File: src/rtl/flowstate_csr_master.sv
// CSR command initiator for the flowstate table mod port: read/write/clear/clear-range to single-beat requests.
// Optional read-response timeout enabled by defining FLOWSTATE_CSR_TIMEOUT_EN.
module flowstate_csr_master #(
  parameter int FLOWSTATE_WIDTH = 32,
  parameter int ADDR_WIDTH      = 10,
  parameter int OPCODE_WIDTH    = 4,
  parameter int TIMEOUT_CYCLES  = 256
) (
  input  logic                       clk,
  input  logic                       rst,
  input  logic [1:0]                 cmd_op,
  input  logic [ADDR_WIDTH-1:0]      cmd_addr,
  input  logic [ADDR_WIDTH-1:0]      cmd_addr_end,
  input  logic [FLOWSTATE_WIDTH-1:0] cmd_wdata,
  input  logic                       cmd_valid,
  output logic                       cmd_ready,
  output logic [FLOWSTATE_WIDTH-1:0] rsp_data,
  output logic                       rsp_err,
  output logic                       rsp_valid,
  input  logic                       rsp_ready,
  output logic [ADDR_WIDTH-1:0]      m_mod_addr,
  output logic [FLOWSTATE_WIDTH-1:0] m_mod_data,
  output logic [OPCODE_WIDTH-1:0]    m_mod_opcode,
  output logic                       m_mod_valid,
  input  logic                       m_mod_ready,
  input  logic [FLOWSTATE_WIDTH-1:0] s_mod_bdata,
  input  logic                       s_mod_bvalid,
  output logic                       s_mod_bready
);

  localparam int CNT_W = ADDR_WIDTH + 1;
  localparam logic [OPCODE_WIDTH-1:0] OPC_RD = OPCODE_WIDTH'(4'b1100);
  localparam logic [OPCODE_WIDTH-1:0] OPC_WR = OPCODE_WIDTH'(4'b1101);
  localparam logic [OPCODE_WIDTH-1:0] OPC_CL = OPCODE_WIDTH'(4'b1110);
  localparam logic [1:0] CMD_RD = 2'b00;
  localparam logic [1:0] CMD_WR = 2'b01;
  localparam logic [1:0] CMD_CR = 2'b11;

  if (FLOWSTATE_WIDTH < ADDR_WIDTH + 1 || TIMEOUT_CYCLES < 1) begin : g_bad_params
    $error("flowstate_csr_master: FLOWSTATE_WIDTH must be >= ADDR_WIDTH+1 and TIMEOUT_CYCLES >= 1");
  end

  typedef enum logic [1:0] {IDLE, ISSUE, WAIT_RD, RSP} state_t;

  state_t                     state, state_next;
  logic [1:0]                 op_q, op_next;
  logic [ADDR_WIDTH-1:0]      addr_q, addr_next;
  logic [ADDR_WIDTH-1:0]      end_q, end_next;
  logic [FLOWSTATE_WIDTH-1:0] data_q, data_next;
  logic [OPCODE_WIDTH-1:0]    opc_q, opc_next;
  logic [CNT_W-1:0]           cnt_q, cnt_next;
  logic [FLOWSTATE_WIDTH-1:0] rdata_q, rdata_next;
  logic                       err_q, err_next;
`ifdef FLOWSTATE_CSR_TIMEOUT_EN
  localparam int TMO_W = (TIMEOUT_CYCLES > 1) ? $clog2(TIMEOUT_CYCLES) : 1;
  logic [TMO_W-1:0]           tmo_q, tmo_next;
`endif

  always_ff @(posedge clk) begin
    if (rst) begin
      state   <= IDLE;
      op_q    <= '0;
      addr_q  <= '0;
      end_q   <= '0;
      data_q  <= '0;
      opc_q   <= '0;
      cnt_q   <= '0;
      rdata_q <= '0;
      err_q   <= 1'b0;
`ifdef FLOWSTATE_CSR_TIMEOUT_EN
      tmo_q   <= '0;
`endif
    end else begin
      state   <= state_next;
      op_q    <= op_next;
      addr_q  <= addr_next;
      end_q   <= end_next;
      data_q  <= data_next;
      opc_q   <= opc_next;
      cnt_q   <= cnt_next;
      rdata_q <= rdata_next;
      err_q   <= err_next;
`ifdef FLOWSTATE_CSR_TIMEOUT_EN
      tmo_q   <= tmo_next;
`endif
    end
  end

  always_comb begin
    state_next = state;
    op_next    = op_q;
    addr_next  = addr_q;
    end_next   = end_q;
    data_next  = data_q;
    opc_next   = opc_q;
    cnt_next   = cnt_q;
    rdata_next = rdata_q;
    err_next   = err_q;
`ifdef FLOWSTATE_CSR_TIMEOUT_EN
    tmo_next   = tmo_q;
`endif
    case (state)
      IDLE: begin
        if (cmd_valid) begin
          op_next   = cmd_op;
          addr_next = cmd_addr;
          end_next  = cmd_addr_end;
          cnt_next  = '0;
          data_next = (cmd_op == CMD_WR) ? cmd_wdata : '0;
          case (cmd_op)
            CMD_RD:  opc_next = OPC_RD;
            CMD_WR:  opc_next = OPC_WR;
            default: opc_next = OPC_CL;
          endcase
          // An inverted range is rejected without touching the table.
          if (cmd_op == CMD_CR && cmd_addr_end < cmd_addr) begin
            state_next = RSP;
            rdata_next = '0;
            err_next   = 1'b1;
          end else begin
            state_next = ISSUE;
          end
        end
      end
      ISSUE: begin
        if (m_mod_ready) begin
          case (op_q)
            CMD_RD: begin
              state_next = WAIT_RD;
`ifdef FLOWSTATE_CSR_TIMEOUT_EN
              tmo_next   = '0;
`endif
            end
            CMD_CR: begin
              cnt_next = cnt_q + 1'b1;
              // Compare before incrementing so a range ending at the top address never wraps.
              if (addr_q == end_q) begin
                state_next = RSP;
                rdata_next = FLOWSTATE_WIDTH'(cnt_q + 1'b1);
                err_next   = 1'b0;
              end else begin
                addr_next = addr_q + 1'b1;
              end
            end
            default: begin
              state_next = RSP;
              rdata_next = '0;
              err_next   = 1'b0;
            end
          endcase
        end
      end
      WAIT_RD: begin
        if (s_mod_bvalid) begin
          state_next = RSP;
          rdata_next = s_mod_bdata;
          err_next   = 1'b0;
        end
`ifdef FLOWSTATE_CSR_TIMEOUT_EN
        else if (tmo_q == TMO_W'(TIMEOUT_CYCLES - 1)) begin
          state_next = RSP;
          rdata_next = '0;
          err_next   = 1'b1;
        end else begin
          tmo_next = tmo_q + 1'b1;
        end
`endif
      end
      RSP: begin
        if (rsp_ready) state_next = IDLE;
      end
      default: state_next = IDLE;
    endcase
  end

  assign cmd_ready    = (state == IDLE) && !rst;
  assign m_mod_valid  = (state == ISSUE);
  assign m_mod_addr   = addr_q;
  assign m_mod_data   = data_q;
  assign m_mod_opcode = opc_q;
  assign s_mod_bready = (state == IDLE) || (state == WAIT_RD);
  assign rsp_valid    = (state == RSP);
  assign rsp_data     = rdata_q;
  assign rsp_err      = err_q;

endmodule

File: config.mk
export PLATFORM = sky130hd
export DESIGN_NAME = flowstate_csr_master
export DESIGN_NICKNAME = d
export VERILOG_FILES = /design/src/rtl/flowstate_csr_master.sv
export SDC_FILE = /design/constraint.sdc
export NUM_CORES = 1
export LEC_CHECK = 0
export CAP_MARGIN = 0
export CORE_ASPECT_RATIO = 0.5
export CORE_UTILIZATION = 35
export DETAILED_ROUTE_END_ITERATION = 12
export MAX_ROUTING_LAYER = met4
export PLACE_DENSITY = 0.72
export SLEW_MARGIN = 0
export SYNTH_ARGS = -nofsm -noshare
export SYNTH_HDL_FRONTEND = slang
export SYNTH_SLANG_ARGS = --single-unit
File: constraint.sdc
create_clock -name clk -period 4.6 [get_ports clk]
set_input_delay 0.92 -clock clk [delete_from_list [all_inputs] [get_ports clk]]
set_output_delay 0.92 -clock clk [all_outputs]
set_load 0.02 [all_outputs]
==> results.json <==
{
  "power_leakage_uw": 0.00251,
  "wirelength_um": 14200,
  "worst_skew_pair.late_latency_ns": 0.35,
  "grt_max_degree": 88,
  "ys_ff_latch": 103,
  "gr-usage-all-layers_pct": 20.1,
  "post_cts_hold_buffer_count": 0,
  "report.final.hold_viol_count": 0,
  "timing.setup.tns_ns": 0,
  "asyncSetResetFlopFracSynth_pct": 0,
  "cp-start-kind": "input pin",
  "post_synth_main_area_contributors": "dfxtp_1 (42%), a21oi_1 (6.3%), nand4_1 (5.0%), a22oi_1 (4.9%), nor2_1 (4.4%)",
  "drive_above_1_share_pct": 4.63,
  "timing.critical_path.from": "cmd_addr[4]",
  "grt-ovfl-total": 0,
  "nFillCells": 1292,
  "floorplan.initialDensity_pct": 36.1,
  "outcome": "finished, final reports clean",
  "vias_in_the_first_global_route": 4481,
  "routed_via_density": 5.28,
  "cts_root_buf": "clkbuf_16",
  "crit_path_end_kind": "register",
  "drt-wirelength-per-cell_um": 15.3,
  "start_to_end_type_of_the_worst_setup_path": "input pin to register",
  "antenna_cells": 0,
  "core-area_um2": 13600,
  "timing.critical_path.max_delay_family": "compound AO/OA/AOI/OAI gates",
  "critical_path.cell_chain": "clkdlybuf4s50_1 -> inv_1 -> ha_1 -> a21oi_1 -> a211oi_1 -> nor4_2 -> a21bo_2 -> a21oi_1 -> a311oi_1",
  "maximum_clock_rate_mhz": 301,
  "synth.avg_cell_area_um2": 8.35,
  "synth.lib_cells_used.distinct": 54,
  "htree_levels": 3,
  "ys_seq_area_share_pct": 42.1,
  "min-delay-path-class": "register to register",
  "cts-resized-gates": 0,
  "r2r-start": "state[1]",
  "postLayoutCoreUtil_pct": 51.7,
  "drt_first_pass_iters": 4,
  "drc": 0,
  "final.setup.worst_slack_ns": 1.28,
  "synth_area_leader_cell": "dfxtp_1",
  "hold_path_startpoint": "end_q[9]",
  "layout-area-overhead-vs-synth_pct": 43.4,
  "layout_worst_path_cycle_share_pct": 72.2,
  "synth_warnings": 0,
  "chipWidth_um": 169,
  "worst_vdd_ir_uv": 204,
  "period_minus_slack_ns": 3.32,
  "numPortBuffers": 174,
  "vias": 4885,
  "drtIter0Drc": 362,
  "crit_buf_inv": 2,
  "num_rows": 30,
  "setup_viols_final": 0,
  "worst_slew_margin_rel_pct": 32.9,
  "crit_path_max_fanout": 34,
  "tritoncts": "done",
  "ys.flop_type": "dfxtp_1",
  "dp_hpwl_um": 9810,
  "cp.required_ns": 4.86,
  "worstMarginPinSlew_ns": 1.01,
  "cell_count_final_fillers_out": 926,
  "postSynthNetCount": 694,
  "clk_pin_slew_ns": 0.07,
  "drv.max_cap_violation_count": 0,
  "place.detailed.instances": 910,
  "final_cell_mix": "clkdlybuf4s50_1 (173), dfxtp_1 (103), a21oi_1 (62), nor2_1 (58), nand2_1 (45)",
  "post_synth_instance_area_um2": 4900,
  "gp_congestion": 0.954,
  "io-pin-count": 175,
  "cts_buffers": 9,
  "design.die.area_um2": 14500,
  "die_height_um": 85.7,
  "hold-worst-slack_ns": 0.466,
  "layout.cells.most_common": "clkdlybuf4s50_1",
  "synth.top_cell.area_share_pct": 42.1,
  "max_stage_delay_ns": 0.67,
  "finish.net_count": 836,
  "slew_violations": 0,
  "cp_data_arrival_time_ns": 3.58,
  "cts.repair_timing.setup_buffer_count": 0,
  "antenna_left": 0,
  "clock_sinks": 103,
  "cp_slowest_cell": "a21bo_2",
  "clockBufferDepth": 2,
  "pwr_density_cell_nw_per_um2": 436,
  "detailedPlace.worstSlack_ns": 0.948,
  "synth_edf_count": 0,
  "crit_path_frequent_cell": "a21oi_1",
  "grt_antenna_before_repair": 0,
  "synth_cells": 587,
  "finClkSkew_ns": 0.00973,
  "rsz0062_at_grt": "no",
  "first_pass_grt_wire_length_um": 22700
}
-- metal layers --
layer  GRT usage, %  vias to the layer above  share of wire (%)  routed length [um]
li1               -                     2403                  -                   -
met1           26.1                     2298                 48                6870
met2           31.1                      161                 45                6340
met3           4.20                       23                5.2                 745
met4           6.72                        0                1.8                 261
met5              -                        -                  0                   0
-- final cells by class --
cell class / instances / area (um^2) / share of cell area, %
Inverter: 19 / 71.3 / 1.01
Sequential cell: 103 / 2060 / 29.3
Tap cell: 192 / 240 / 3.42
Clock inverter: 6 / 90.1 / 1.28
Multi-Input combinational cell: 416 / 2550 / 36.3
Clock buffer: 10 / 229 / 3.26
Timing Repair Buffer: 180 / 1780 / 25.4
-- flip-flops by register name, summed over array words and instances (netlist names) --
name          flops
m_mod_opcode      3
cnt_q            11
state             2
m_mod_data       32
op_q              2
rsp_err           1
end_q            10
rsp_data         32
m_mod_addr       10
-- cell usage after synthesis, drive strengths merged, types with 2 or more instances --
cell,number
o311ai,2
nand2b,4
ha,15
xnor2,7
a21oi,63
xor2,13
and3,5
nand2,46
clkbuf,31
nor3,5
nor2,58
o211ai,5
a31oi,5
o21ai,49
mux2i,2
or4,3
inv,18
dfxtp,103
a221oi,2
or3,5
a211oi,6
nand4,40
and2,3
a22o,11
buf,18
nand3,11
a22oi,32
nor4,3
a311oi,3
a21o,5
-- tightest hold or removal path, delay by kind of cell (launching register included) --
family / cells / cell delay, ns
flops: 1 / 0.32
compound gates: 1 / 0.05
simple gates: 1 / 0.05
-- where the power goes --
part	leakage [uW]	total (uW)	internal, uW	switching, uW
registers	0.000835	1070	980	88.3
clock network	0.000153	826	480	345
logic	0.00152	1170	429	740
total	0.00251	3060	1890	1170
-- metrics by stage --
stage | cell area (um^2) | total power [uW]
after CTS | 7030 | 3080
after detailed placement | 6710 | 2250
after global placement | 6710 | 2240
after floorplan | 4900 | 1870
final | 7030 | 3060
after global routing | 7030 | 3240
-- kinds of logic after synthesis --
| family | share of synthesized area, % |
|---|---|
| flops | 42.1 |
| simple gates | 19.9 |
| buf+inv | 6.08 |
| xor+xnor | 3.57 |
| compound gates | 24.2 |
| mux | 0.408 |
| fa+ha+maj | 3.83 |
-- path summary, 6_finish.rpt --
check                     end  slack [ns]  depth (start not counted)
setup reg to reg  rsp_data[7]        1.34                          8
hold reg to reg      end_q[9]        0.47                          2
setup / recovery      rsp_err        1.28                          9
hold / removal       end_q[9]        0.47                          2
Note: power is estimated with default switching activity, not from simulation.
